**src/rtl/somasub_serial.sv**
```systemverilog
// somasub_serial: nibble-serial add/subtract with accumulate mode and a multiplexed hex display of the result.
module somasub_serial #(
  parameter int WIDTH    = 8,
  parameter int SCAN_DIV = 1000
) (
  input  logic                 clk,
  input  logic                 rst_n,
  input  logic                 start,
  input  logic                 ctrl,
  input  logic                 acc_mode,
  input  logic [WIDTH-1:0]     a,
  input  logic [WIDTH-1:0]     b,
  output logic                 busy,
  output logic                 done,
  output logic [WIDTH-1:0]     result,
  output logic                 carry,
  output logic                 overflow,
  output logic [6:0]           seg,
  output logic [WIDTH/4-1:0]   dig
);
  localparam int DIGITS = WIDTH / 4;
  localparam int KW     = DIGITS > 1 ? $clog2(DIGITS) : 1;
  localparam int SW     = SCAN_DIV > 1 ? $clog2(SCAN_DIV) : 1;
  localparam logic [6:0] GLYPH [16] = '{
    7'h7E, 7'h30, 7'h6D, 7'h79, 7'h33, 7'h5B, 7'h5F, 7'h70,
    7'h7F, 7'h7B, 7'h77, 7'h1F, 7'h4E, 7'h3D, 7'h4F, 7'h47
  };

  typedef enum logic [1:0] {IDLE, CALC, DONE} state_t;

  state_t           state_q, state_d;
  logic [WIDTH-1:0] opa_q, opa_d, opb_q, opb_d, sum_q, sum_d, result_q, result_d;
  logic [KW-1:0]    k_q, k_d, idx_q, idx_d;
  logic [SW-1:0]    scan_q, scan_d;
  logic             c_q, c_d, carry_q, carry_d, overflow_q, overflow_d;
  logic             busy_q, busy_d, done_q, done_d;
  logic [3:0]       nib_a, nib_b, nib_r;
  logic [4:0]       nib_s;
  logic             scan_wrap;

  // One nibble of the ripple chain per CALC cycle; carry into the MSB is recovered from the top sum bit.
  always_comb begin
    nib_a      = opa_q[{k_q, 2'b00} +: 4];
    nib_b      = opb_q[{k_q, 2'b00} +: 4];
    nib_s      = {1'b0, nib_a} + {1'b0, nib_b} + {4'b0, c_q};
    state_d    = state_q;
    opa_d      = opa_q;
    opb_d      = opb_q;
    sum_d      = sum_q;
    c_d        = c_q;
    k_d        = k_q;
    result_d   = result_q;
    carry_d    = carry_q;
    overflow_d = overflow_q;
    busy_d     = busy_q;
    done_d     = 1'b0;
    if (state_q == CALC) begin
      sum_d[{k_q, 2'b00} +: 4] = nib_s[3:0];
      c_d = nib_s[4];
      k_d = k_q + 1'b1;
      if (k_q == KW'(DIGITS - 1)) begin
        state_d    = DONE;
        done_d     = 1'b1;
        result_d   = sum_d;
        carry_d    = nib_s[4];
        overflow_d = nib_a[3] ^ nib_b[3] ^ nib_s[3] ^ nib_s[4];
      end
    end else if (state_q == DONE) begin
      state_d = IDLE;
      busy_d  = 1'b0;
    end else if (start) begin
      state_d = CALC;
      opa_d   = acc_mode ? result_q : a;
      opb_d   = b ^ {WIDTH{ctrl}};
      c_d     = ctrl;
      k_d     = '0;
      busy_d  = 1'b1;
    end
  end

  always_comb begin
    scan_wrap = scan_q == SW'(SCAN_DIV - 1);
    scan_d    = scan_wrap ? '0 : scan_q + 1'b1;
    idx_d     = scan_wrap ? (idx_q == KW'(DIGITS - 1) ? '0 : idx_q + 1'b1) : idx_q;
    nib_r     = result_q[{idx_q, 2'b00} +: 4];
    seg       = GLYPH[nib_r];
    dig       = DIGITS'(1) << idx_q;
  end

  always_ff @(posedge clk) begin
    if (!rst_n) begin
      state_q    <= IDLE;
      opa_q      <= '0;
      opb_q      <= '0;
      sum_q      <= '0;
      c_q        <= 1'b0;
      k_q        <= '0;
      result_q   <= '0;
      carry_q    <= 1'b0;
      overflow_q <= 1'b0;
      busy_q     <= 1'b0;
      done_q     <= 1'b0;
      scan_q     <= '0;
      idx_q      <= '0;
    end else begin
      state_q    <= state_d;
      opa_q      <= opa_d;
      opb_q      <= opb_d;
      sum_q      <= sum_d;
      c_q        <= c_d;
      k_q        <= k_d;
      result_q   <= result_d;
      carry_q    <= carry_d;
      overflow_q <= overflow_d;
      busy_q     <= busy_d;
      done_q     <= done_d;
      scan_q     <= scan_d;
      idx_q      <= idx_d;
    end
  end

  assign busy     = busy_q;
  assign done     = done_q;
  assign result   = result_q;
  assign carry    = carry_q;
  assign overflow = overflow_q;
endmodule

```
**config.mk**
```make
export PLATFORM = sky130hd
export DESIGN_NAME = somasub_serial
export DESIGN_NICKNAME = d
export VERILOG_FILES = /design/src/rtl/somasub_serial.sv
export SDC_FILE = /design/constraint.sdc
export NUM_CORES = 1
export LEC_CHECK = 0
export ABC_AREA = 1
export BUFFER_PORTS_ARGS = -buffer_cell sky130_fd_sc_hd__buf_4
export CORE_MARGIN = 2
export CORE_UTILIZATION = 58
export CTS_BUF_LIST = sky130_fd_sc_hd__clkbuf_2 sky130_fd_sc_hd__clkbuf_4 sky130_fd_sc_hd__clkbuf_8
export DETAILED_ROUTE_END_ITERATION = 16
export PLACE_DENSITY = 0.92
export REMOVE_ABC_BUFFERS = 1
export SLEW_MARGIN = 20
export SYNTH_ARGS = -nofsm -noshare
export SYNTH_HDL_FRONTEND = slang
export SYNTH_SLANG_ARGS = --single-unit
```
**constraint.sdc**
```tcl
create_clock -name clk -period 2.4 [get_ports clk]
set_input_delay 0.24 -clock clk [delete_from_list [all_inputs] [get_ports clk]]
set_output_delay 0.24 -clock clk [all_outputs]
set_load 0.01 [all_outputs]
```
# Word level (Yosys, flattened, before mapping)

Memory sizes are Yosys's and may differ from the RTL's.
Cells that the tools add are included.

Bitwise operators: 8
Shift-type cells: 6
Add/sub/neg operators: 6
Reduce and logical (&&, ||, !) cells: 10
Equal/unequal tests: 5
Multiplexer cells: 18
$lt $le $gt $ge: 1

Operator list:

| kind                                                                   | count |
|---|---|
| 8-bit by 4-bit indexed part select with 4-bit output                   | 3 |
| 7-bit 2-to-1 mux                                                       | 2 |
| 10-bit by 1-bit adder with 10-bit output (second input constant)       | 1 |
| 10-bit equality test (second input constant)                           | 1 |
| 1-bit 2-to-1 mux                                                       | 10 |
| 2-bit AND reduction                                                    | 5 |
| 8-bit bitwise mux                                                      | 1 |
| 2-bit 2-to-1 mux                                                       | 4 |
| 8-bit 2-to-1 mux                                                       | 1 |
| 4-bit by 5-bit variable shift with 8-bit output (first input constant) | 1 |
| 4-bit by 5-bit indexed part select with 8-bit output                   | 1 |
| 8-bit bitwise XOR                                                      | 1 |
| 4-bit by 4-bit adder with 5-bit output                                 | 1 |
| 5-bit by 1-bit adder with 5-bit output                                 | 1 |
| 5-bit >= comparator (second input constant)                            | 1 |
| 3-bit negator with 5-bit output                                        | 1 |
| 4-bit inverter with 5-bit output                                       | 1 |
| 2-bit inequality test (second input constant)                          | 2 |
| 2-bit nonzero test                                                     | 2 |
| 1-bit inverter                                                         | 3 |
| 3-bit AND reduction                                                    | 1 |
| 3-bit nonzero test                                                     | 1 |
| 1-bit bitwise XOR                                                      | 3 |
| 1-bit adder (second input constant)                                    | 2 |
| other kinds (4)                                                        | 4 |

Memories: 1
Register bits after elaboration: 51
Bits in read-only memories: 112
Logic and storage cells: 68

Memories:

| memory          | depth | width | rd ports | clocked after memory_dff | wr ports | line | text |
|---|---|---|---|---|---|---|---|
| (no name shown) | 16    | 7     | 1        | 0                        | 0        | 86   | `seg = GLYPH[nib_r];` |

# Longest topological paths before layout

Gate-level depths: netlist of the first run.

Depth in word-level cells: 5
Depth in mapped cells: 12

# Least setup slack after synthesis of the first run

No wires, ideal clock.

Kind: reg-to-reg
From: register k_q
To: register result_q[6] (netlist: result[6])
Clock period less this slack: 1,935 ps
Cell stages (with the launch flop): 11
Arrival: 1,871 ps
Slack: 465 ps
Buffers on the path: 1
Data required time: 2,336 ps
Library setup time: 64 ps
Path through: dfxtp_1 > clkbuf_8 > inv_8 > nand2_1 > nand2_1 > fa_1 > fa_1 > xnor2_1 > o21ai_0 > inv_1 > nor2_1

Word-level cells in the longest chain between the ends: 5
Elaborated cells on any way between the ends: 9
Classes of those cells: 3 x add/sub; 4 x shift; 1 x mux; 1 x reduce/logical

Ends and longest elaborated chain:

| item                                                                    | line   | text |
|---|---|---|
| start, declared                                                         | 33     | `logic [KW-1:0] k_q, k_d, idx_q, idx_d;` |
| start signal, assigned                                                  | 111    | `k_q <= k_d;` |
| 8-bit by 4-bit indexed part select with 4-bit output (on tied branches) | 43, 44 |  |
| 4-bit by 4-bit adder with 5-bit output                                  | 45     | `nib_s = {1'b0, nib_a} + {1'b0, nib_b} + {4'b0, c_q};` |
| 5-bit by 1-bit adder with 5-bit output                                  | 45     |  |
| 4-bit by 5-bit indexed part select with 8-bit output                    | 58     | `sum_d[{k_q, 2'b00} +: 4] = nib_s[3:0];` |
| 8-bit bitwise mux                                                       | 58     |  |
| end signal, assigned                                                    | 112    | `result_q <= result_d;` |
| end, declared                                                           | 32     | `logic [WIDTH-1:0] opa_q, opa_d, opb_q, opb_d, sum_q, sum_d, result_q, result_d;` |

Parallel ways exist; a longest one is shown, timed or not.
A chain may end at the register's enable or synchronous reset.

# Worst setup path in the final report of the first run

From: register idx_q
To: output seg[3]

Word-level cells in the longest chain between the ends: 5

Ends and longest elaborated chain:

| item                                                   | line | text |
|---|---|---|
| start, declared                                        | 33   |  |
| start signal, assigned                                 | 118  | `idx_q <= idx_d;` |
| 8-bit by 4-bit indexed part select with 4-bit output   | 85   | `nib_r = result_q[{idx_q, 2'b00} +: 4];` |
| 4-bit inverter with 5-bit output (not written as such) | 86   |  |
| memory read 16 x 7 bit                                 | -    |  |
| 7-bit 2-to-1 mux (not written as such) (2 in series)   | 86   |  |
| end, declared                                          | 18   | `output logic [6:0] seg,` |

No other way between the ends. The select of a mux whose other input is x is not followed.

==> flow_summary.toml, run 1 <==
[cells_and_area]
nFillCells = 340
syn2layout_area_growth_pct = 16.6
nets = 437
diodes = 0
drive_above_1_share_pct = 16.7
stdcell_count = 454

[clocking]
cts_tree = "yes"
clkSinkCount = 47
clk_pin_slew_ns = 0.09
ctsLongestPathBuffers = 2
clk_latency_ns = 0.31
cts_max_level = 2
ctsRootBufferMaster = "clkbuf_8"
cts_made_buffers = 5

[timing]
hold_ws_ns = 0.214
hold_viol = 0
setup_viol = 0
fin_crit_sh_pct = 89.7
clock_skew_ns = 0.00901
maxSlewHeadroom_pct = 69.6
rsz0062_at_grt = "false"
max_freq_ghz = 0.464
setup_tns_ns = 0
maxSlewViolCount = 0
worst_pin_slew_ns = 0.451
period_needed_ns = 2.15

[critical_path]
end_kind = "output pin"
path_max_fanout = 10
cp_data_arrival_time_ns = 1.91
required_ns = 2.16
worstSetupPathType = "flip-flop to output pin"
worst_setup_path_start_kind = "flip-flop"

[yosys]
synth_area_leaders = "dfxtp_1 (36%), nand2_1 (13%), inv_1 (7.2%), ha_1 (6.3%), a21oi_1 (5.4%)"
netlist_instances = 365
synth_top_area_share_pct = 36.2
synth_area_um2 = 2600
yosysUniqueCellTypes = 30
yosys.area_share.xor_xnor_pct = 4.04
synthSimpleGateAreaFrac_pct = 25.0
yosysSeqAreaShare_pct = 36.2
syn_avg_cell_area_um2 = 7.12
synth_top_family_by_area = "simple AND/OR/NAND/NOR gates"
ys_ff_latch = 47
synth.area.mux_share_pct = 0
synth_fa_ha_area_share_pct = 7.80
synth_area_leader_cell = "dfxtp_1"
synth_compound_area_share_pct = 15.5
yosysWarnings = 0

[die]
pin_count = 42
die_h_um = 71.0
rows = 24
coreArea_um2 = 4320
die_w_um = 71.0
initial_utilization_pct = 60.1
dieArea_um2 = 5030

[global_routing]
overflow = 0
grt_pass1_wl_um = 10100
grt_use_total_pct = 25.0
grt_pass1_vias = 2294
grt_max_degree = 30
antenna_found_initial = 0

[worst_hold_path]
hold_path_class = "primary input to flip-flop"

[routing]
via_per_inst = 5.32
postRouteAntennaNets = 0
num_vias = 2417
drt-initial-drc-count = 142
first_pass_iters = 4
drc = 0
wirelength_um = 5840
drt-wirelength-per-cell_um = 12.9

[run]
cap_violations = 0

[pwr]
cellPowerDensity_nw_per_um2 = 689
power_mw = 2.09
p_leak_nw = 1.41
ir_worst_vdd_mv = 0.428

[placed_design]
place_congestion = 0.928
io_buffer_count = 41
dpl.hpwl_um = 4250
placed_cells = 446

[outcome]
status = "complete, no violations"
==> power breakdown <==
| part | switching [mW] | total, mW | internal (mW) |
|---|---|---|---|
| Combinational | 0.283 | 0.466 | 0.183 |
| Clock | 0.268 | 0.696 | 0.428 |
| Sequential | 0.0623 | 0.927 | 0.865 |
==> cell type report <==
cell class	instances	area [um2]	area share, %
clock inverter	2	60.1	1.98
timing repair buffer	41	308	10.2
tap	52	65.1	2.15
multi-input combinational	251	1360	45.0
sequential	47	943	31.1
inverter	55	214	7.06
clock buffer	6	76.3	2.52
==> worst paths after layout <==
| kind | startpoint | endpoint | slack [ns] | cells after the start |
|---|---|---|---|---|
| worst max-delay path | idx_q | seg[3] | 0.25 | 8 |
| worst min-delay path | b[6] | opb_q[6] | 0.21 | 3 |
| worst max register to register | k_q | result[6] | 0.25 | 9 |
| worst min register to register | sum_q[0] | result[0] | 0.47 | 2 |
==> cell families (layout without fill, tap and decap cells) <==
group,after synthesis,in the layout
adder cells (fa/ha/maj),15,15
flip-flops,47,47
buffers and inverters,67,104
XOR/XNOR,12,12
AO/OA/AOI/OAI,69,69
AND/OR/NAND/NOR,155,155
==> critical path, stage by stage, from the launching register on <==
cell	delay (ns)
dfxtp_2	0.50
o21a_1	0.26
inv_1	0.12
ha_1	0.29
nand2_1	0.08
o21ai_0	0.10
nand2_1	0.08
nand2_1	0.05
buf_4	0.13
==> cell usage after synthesis, drive strengths merged <==
library cell / count
fa: 2
dfxtp: 47
o22ai: 3
ha: 13
nand4: 5
nor2: 36
inv: 55
nand3: 22
xor2: 2
clkbuf: 2
xnor2: 10
nand2: 90
o211ai: 9
o21ai: 27
a21oi: 28
a211oi: 1
nor3: 2
buf: 10
o21a: 1
==> metal layers <==
| metal | vias to the layer above | share of wire (%) | wire [um] | global-route usage, % |
|---|---|---|---|---|
| li1 | 1227 | - | - | - |
| met5 | - | 0 | 0 | 0 |
| met1 | 1089 | 41 | 2410 | 30.7 |
| met4 | 0 | 2.4 | 143 | 9.64 |
| met2 | 87 | 50 | 2920 | 43.2 |
| met3 | 14 | 6.2 | 363 | 5.13 |
==> sequential cells by signal, summed over array words and instances, names as in the netlist <==
name,flops
k_q,1
carry,1
idx_q,1
c_q,1
opb_q,8
busy,1
opa_q,8
scan_q,10
state_q,2
overflow,1
done,1
sum_q,4
result,8
==> timing repair <==
item / 4_1_cts / 5_1_grt
gates resized for setup: 1 / 3
setup endpoints to repair: 4 / 10
hold buffers: 0 / 0
buffers inserted: 0 / 0
pin swaps: 0 / 0
==> cells in the final DEF (no fill, tap or decap), types with 9 or more instances in the layout <==
| cell type | instances |
|---|---|
| nand2_1 | 87 |
| ha_1 | 13 |
| xnor2_1 | 10 |
| nor2_1 | 33 |
| nand3_1 | 21 |
| o21ai_0 | 23 |
| buf_4 | 41 |
| o211ai_1 | 9 |
| a21oi_1 | 28 |
| inv_1 | 50 |
| dfxtp_1 | 45 |
==> through the flow <==
step                worst slack, ns  area [um2]  util [%]
global placement              0.286        2890      66.8
floorplan                     0.373        2510         -
global route                  0.103        3030      70.1
CTS                         0.00684        3020      69.9
detailed placement            0.234        2890      66.8
finish                        0.246        3030      70.1
Power figures use the tool's default switching activity.
==> run 2: changes to the inputs <==
- CORE_UTILIZATION: 58 -> 63
- PLACE_DENSITY: 0.92 -> 0.95
- REMOVE_ABC_BUFFERS: 1 -> not set
- SKIP_CTS_REPAIR_TIMING: not set -> 1
- clock period: 2.4 -> 2.6 ns (I/O delays scaled with it)
==> run 2 against run 1 <==
Compared with the run above: combinational power shrank 4.7%; count of clock-buffer cells in the layout is 1 lower; routed wire length shrank 0.22%; worst setup slack worse by 0.076 ns; critical endpoint unchanged; largest cell class unchanged; highest routed layer unchanged.
==> flow_summary.toml, run 2 (synthesized netlist as in run 1, its figures left out) <==
[outcome]
status = "complete, no violations"

[cells_and_area]
post-route-cell-area_um2 = 2970
syn2layout_area_growth_pct = 14.3
finalCoreUtilization_pct = 74.3
seqCellArea_um2 = 941
nets = 437
largest_register = "scan_q"
layout_common_cells = "nand2_1 (87), inv_1 (50), dfxtp_1 (47), buf_4 (41), nor2_1 (33)"
nFillCells = 309
diodes = 0
multi_input_area_um2 = 1360
drive_above_1_share_pct = 15.9
final_common_cell = "nand2_1"
largest_register_ffs = 10

[critical_path]
worst_setup_path_start_kind = "flip-flop"
cp_common_cell = "nand2_1"
reg2reg_from = "k_q"
worstSetupPathType = "flip-flop to output pin"
crit_slowest_cell = "o21ai_0"
cp_num_buf_inv = 3
path_cells = "o21ai_0 > inv_1 > ha_1 > inv_1 > nand2_1 > o21ai_0 > nand2_1 > nand2_1 > buf_4"
crit_family = "compound AO/OA/AOI/OAI gates"
end_kind = "output pin"
cp_data_arrival_time_ns = 2.17
rr_worst_depth = 9
cpPeakStageDelay_ns = 0.53
path_max_fanout = 10
worst-r2r-setup-slack_ns = 0.34
required_ns = 2.34
worstReg2RegEnd = "result[6]"

[pwr]
power_mw = 1.73
p_leak_nw = 1.39
clockPowerShare_pct = 25.2
cellPowerDensity_nw_per_um2 = 583
sequentialPowerShare_pct = 49.2
swShare_pct = 33.2
internal_power_mw = 1.16
combPwrFrac_pct = 25.6
p_switching_uw = 576
ir_worst_vdd_mv = 0.377

[clocking]
cts_tree = "yes"
clk_latency_ns = 0.31
ctsRootBufferMaster = "clkbuf_8"
clkSinkCount = 47
clk_pin_slew_ns = 0.09
cts_made_buffers = 5
ctsLongestPathBuffers = 2
cts_max_level = 2

[worst_hold_path]
min-delay-start = "b[6]"
hold_depth = 3
hold_path_class = "primary input to flip-flop"
min_to = "opb_q[6]"

[timing]
setup_viol = 0
period_needed_ns = 2.43
worst_pin_slew_ns = 0.565
clock_skew_ns = 0.00793
fin_crit_sh_pct = 93.4
worst_slack_ns = 0.171
max_freq_ghz = 0.412
rsz0062_at_grt = "false"
setup_tns_ns = 0
hold_viol = 0
maxSlewHeadroom_pct = 61.9
maxSlewViolCount = 0

[die]
pin_count = 42
die_w_um = 68.2
dieArea_um2 = 4660
die_h_um = 68.2
coreArea_um2 = 4000
initial_utilization_pct = 65.0
rows = 23

[routing]
drt-wirelength-per-cell_um = 12.9
drc = 0
num_vias = 2457
postRouteAntennaNets = 0
drt-initial-drc-count = 116
via_per_inst = 5.44
first_pass_iters = 7
wirelength_um = 5830

[global_routing]
grt_pass1_vias = 2212
grt_max_degree = 30
overflow = 0
grt_use_total_pct = 26.8
grt_pass1_wl_um = 9270
antenna_found_initial = 0

[placed_design]
placed_area_um2 = 2890
place_congestion = 0.853
dpl.hpwl_um = 4340
io_buffer_count = 41
post-place-ws_ns = 0.392

[yosys]
synth.net_count = 401

[run]
cap_violations = 0
## run 2: metrics by stage
step                      hold WS (ns)  instances
final                            0.237        452
after detailed placement         0.447        444
after global routing             0.247        452
after global placement           0.428        444
after CTS                        0.234        452
after floorplan                  0.414        365
## run 2: metal layers
layer  vias up  global-route usage, %  share of wire [%]
met5         -                      0                  0
met3        19                   5.92                7.8
met4         0                   17.0                3.0
li1       1232                      -                  -
met2       109                   44.9                 49
met1      1097                   30.8                 41
## run 2: how the worst max path moves through the flow
| stage | from | to | cells past startpoint |
|---|---|---|---|
| after floorplan | k_q | result[6] | 10 |
| after global placement | k_q | result[6] | 9 |
| after detailed placement | k_q | result[6] | 9 |
| after CTS | idx_q | seg[3] | 9 |
| after global routing | idx_q | seg[3] | 9 |
| final | idx_q | seg[3] | 9 |
## run 2: final cells by class
cell class	instances	share of cell area (%)
Clock buffer	5	2.31
Clock inverter	3	0.631
Inverter	55	7.20
Multi-Input combinational cell	251	45.7
Sequential cell	47	31.6
Tap cell	50	2.10
Timing Repair Buffer	41	10.4
## run 2: worst register-to-register path, cell delays in order (launching register included)
cell	delay [ns]
dfxtp_1	0.63
inv_8	0.07
nand2_1	0.08
nand2_1	0.07
fa_1	0.43
fa_1	0.45
xnor2_1	0.23
o21ai_0	0.10
inv_1	0.06
nor2_1	0.03
## run 2: power by group through the flow
stage	logic (mW)	clock network, mW	registers [mW]
finish	0.444	0.437	0.853
floorplan	0.324	0	0.850
global placement	0.411	0	0.864
detailed placement	0.431	0	0.866
CTS	0.439	0.440	0.851
global route	0.497	0.475	0.861
==> run 3: changes to the inputs <==
- CORE_UTILIZATION: 63 -> 58
- PLACE_DENSITY: 0.95 -> 0.92
- clock period: 2.6 -> 2.5 ns (I/O delays scaled with it)
==> run 3 against run 2 <==
Compared with the run above: combinational power about the same; highest routed layer unchanged; worst hold slack worse by 0.0093 ns; largest cell class unchanged; die area up 8.1%; largest power group unchanged.
==> flow_summary.toml, run 3 (synthesized netlist as in run 1, its figures left out) <==
[routing]
postRouteAntennaNets = 0
num_vias = 2380
drc = 0
drt-initial-drc-count = 149
drt-wirelength-per-cell_um = 11.8
via_per_inst = 5.23
first_pass_iters = 8
wirelength_um = 5370

[cells_and_area]
nets = 438
syn2layout_area_growth_pct = 14.8
multi_input_area_um2 = 1360
layout_common_cells = "nand2_1 (87), inv_1 (50), dfxtp_1 (47), buf_4 (42), nor2_1 (33)"
nFillCells = 339
largest_register_ffs = 10
diodes = 0
drive_above_1_share_pct = 16.1
seqCellArea_um2 = 941
largest_register = "scan_q"
final_common_cell = "nand2_1"

[outcome]
status = "complete, no violations"

[global_routing]
grt_pass1_vias = 2050
grt_max_degree = 30
antenna_found_initial = 0
grt_use_total_pct = 22.0
overflow = 0
grt_pass1_wl_um = 9010

[pwr]
cellPowerDensity_nw_per_um2 = 600
p_switching_uw = 567
sequentialPowerShare_pct = 49.6
power_mw = 1.79
swShare_pct = 31.7
internal_power_mw = 1.22
combPwrFrac_pct = 24.8
p_leak_nw = 1.40
clockPowerShare_pct = 25.6
ir_worst_vdd_mv = 0.526

[critical_path]
cp_num_buf_inv = 1
path_cells = "inv_8 > nand2_1 > nand2_1 > fa_1 > fa_1 > nand3_1 > nand3_1 > nand2_1 > nor2_1 > nor2_1"
reg2reg_from = "k_q"
crit_family = "adder cells"
required_ns = 2.74
crit_start = "k_q"
worst_setup_path_start_kind = "flip-flop"
cp_common_cell = "nand2_1"
end_kind = "flip-flop"
crit_slowest_cell = "dfxtp_1"
worstSetupPathType = "flip-flop to flip-flop"
cp_data_arrival_time_ns = 2.49
cpPeakStageDelay_ns = 0.64
path_max_fanout = 11

[timing]
worst_pin_slew_ns = 0.511
fin_crit_sh_pct = 89.9
rsz0062_at_grt = "false"
setup_tns_ns = 0
max_freq_ghz = 0.445
clock_skew_ns = 0.00616
maxSlewHeadroom_pct = 65.6
period_needed_ns = 2.25
hold_viol = 0
maxSlewViolCount = 0
setup_viol = 0

[clocking]
ctsRootBufferMaster = "clkbuf_8"
cts_made_buffers = 5
clk_pin_slew_ns = 0.08
ctsLongestPathBuffers = 2
cts_tree = "yes"
clk_latency_ns = 0.30
cts_max_level = 2
clkSinkCount = 47

[worst_hold_path]
hold_path_class = "primary input to flip-flop"
min-delay-start = "b[5]"

[die]
initial_utilization_pct = 60.1
die_h_um = 71.0
dieArea_um2 = 5030
coreArea_um2 = 4320
pin_count = 42
rows = 24
die_w_um = 71.0

[placed_design]
place_congestion = 0.913
io_buffer_count = 41
dpl.hpwl_um = 4070

[yosys]
synth.net_count = 401

[run]
cap_violations = 0
==> run 3: cell count changes in the layout (fill, tap and decap cells not counted), sizes merged <==
cell	before	now
clkbuf	5	7
buf	41	42
clkinv	2	1
inv	56	55
==> run 3: area by class of cell <==
type / instances / area share (%)
inverter: 55 / 7.17
sequential: 47 / 31.5
clock buffer: 7 / 2.81
timing repair buffer: 42 / 10.6
tap: 52 / 2.18
multi-input combinational: 251 / 45.6
clock inverter: 1 / 0.168
==> run 3: metal layers <==
metal,global-route usage [%],share of wire (%),vias up
met3,4.42,7.0,9
met4,7.55,1.8,0
met1,28.6,44,1044
li1,-,-,1238
met2,36.7,47,89
met5,0,0,-
==> run 3: worst paths after layout <==
kind	end	slack, ns	depth (start not counted)
setup / recovery	overflow	0.25	10
hold / removal	opb_q[5]	0.23	3
setup reg to reg	overflow	0.25	10
hold reg to reg	result[0]	0.46	2
==> run 3: worst register-to-register path, cell delays in order (launching register included) <==
cell	delay (ns)
dfxtp_1	0.64
inv_8	0.07
nand2_1	0.07
nand2_1	0.06
fa_1	0.44
fa_1	0.43
nand3_1	0.13
nand3_1	0.12
nand2_1	0.09
nor2_1	0.04
nor2_1	0.09
==> run 3: power by group through the flow <==
stage / clock (mW) / combinational (mW) / sequential (mW)
3_5_place_dp: 0 / 0.437 / 0.903
5_1_grt: 0.496 / 0.505 / 0.896
2_1_floorplan: 0 / 0.336 / 0.884
6_report: 0.458 / 0.445 / 0.888
3_3_place_gp: 0 / 0.423 / 0.899
4_1_cts: 0.466 / 0.442 / 0.887
==> run 3: per-stage QoR <==
stage	hold WS [ns]	instances	setup WS (ns)	util (%)	instance area, um2
2_1_floorplan	0.414	365	0.565	-	2600
3_3_place_gp	0.430	447	0.381	67.0	2900
3_5_place_dp	0.438	447	0.333	67.0	2900
4_1_cts	0.223	455	0.174	69.0	2980
5_1_grt	0.223	455	0.119	69.0	2980
6_report	0.228	455	0.254	69.0	2980
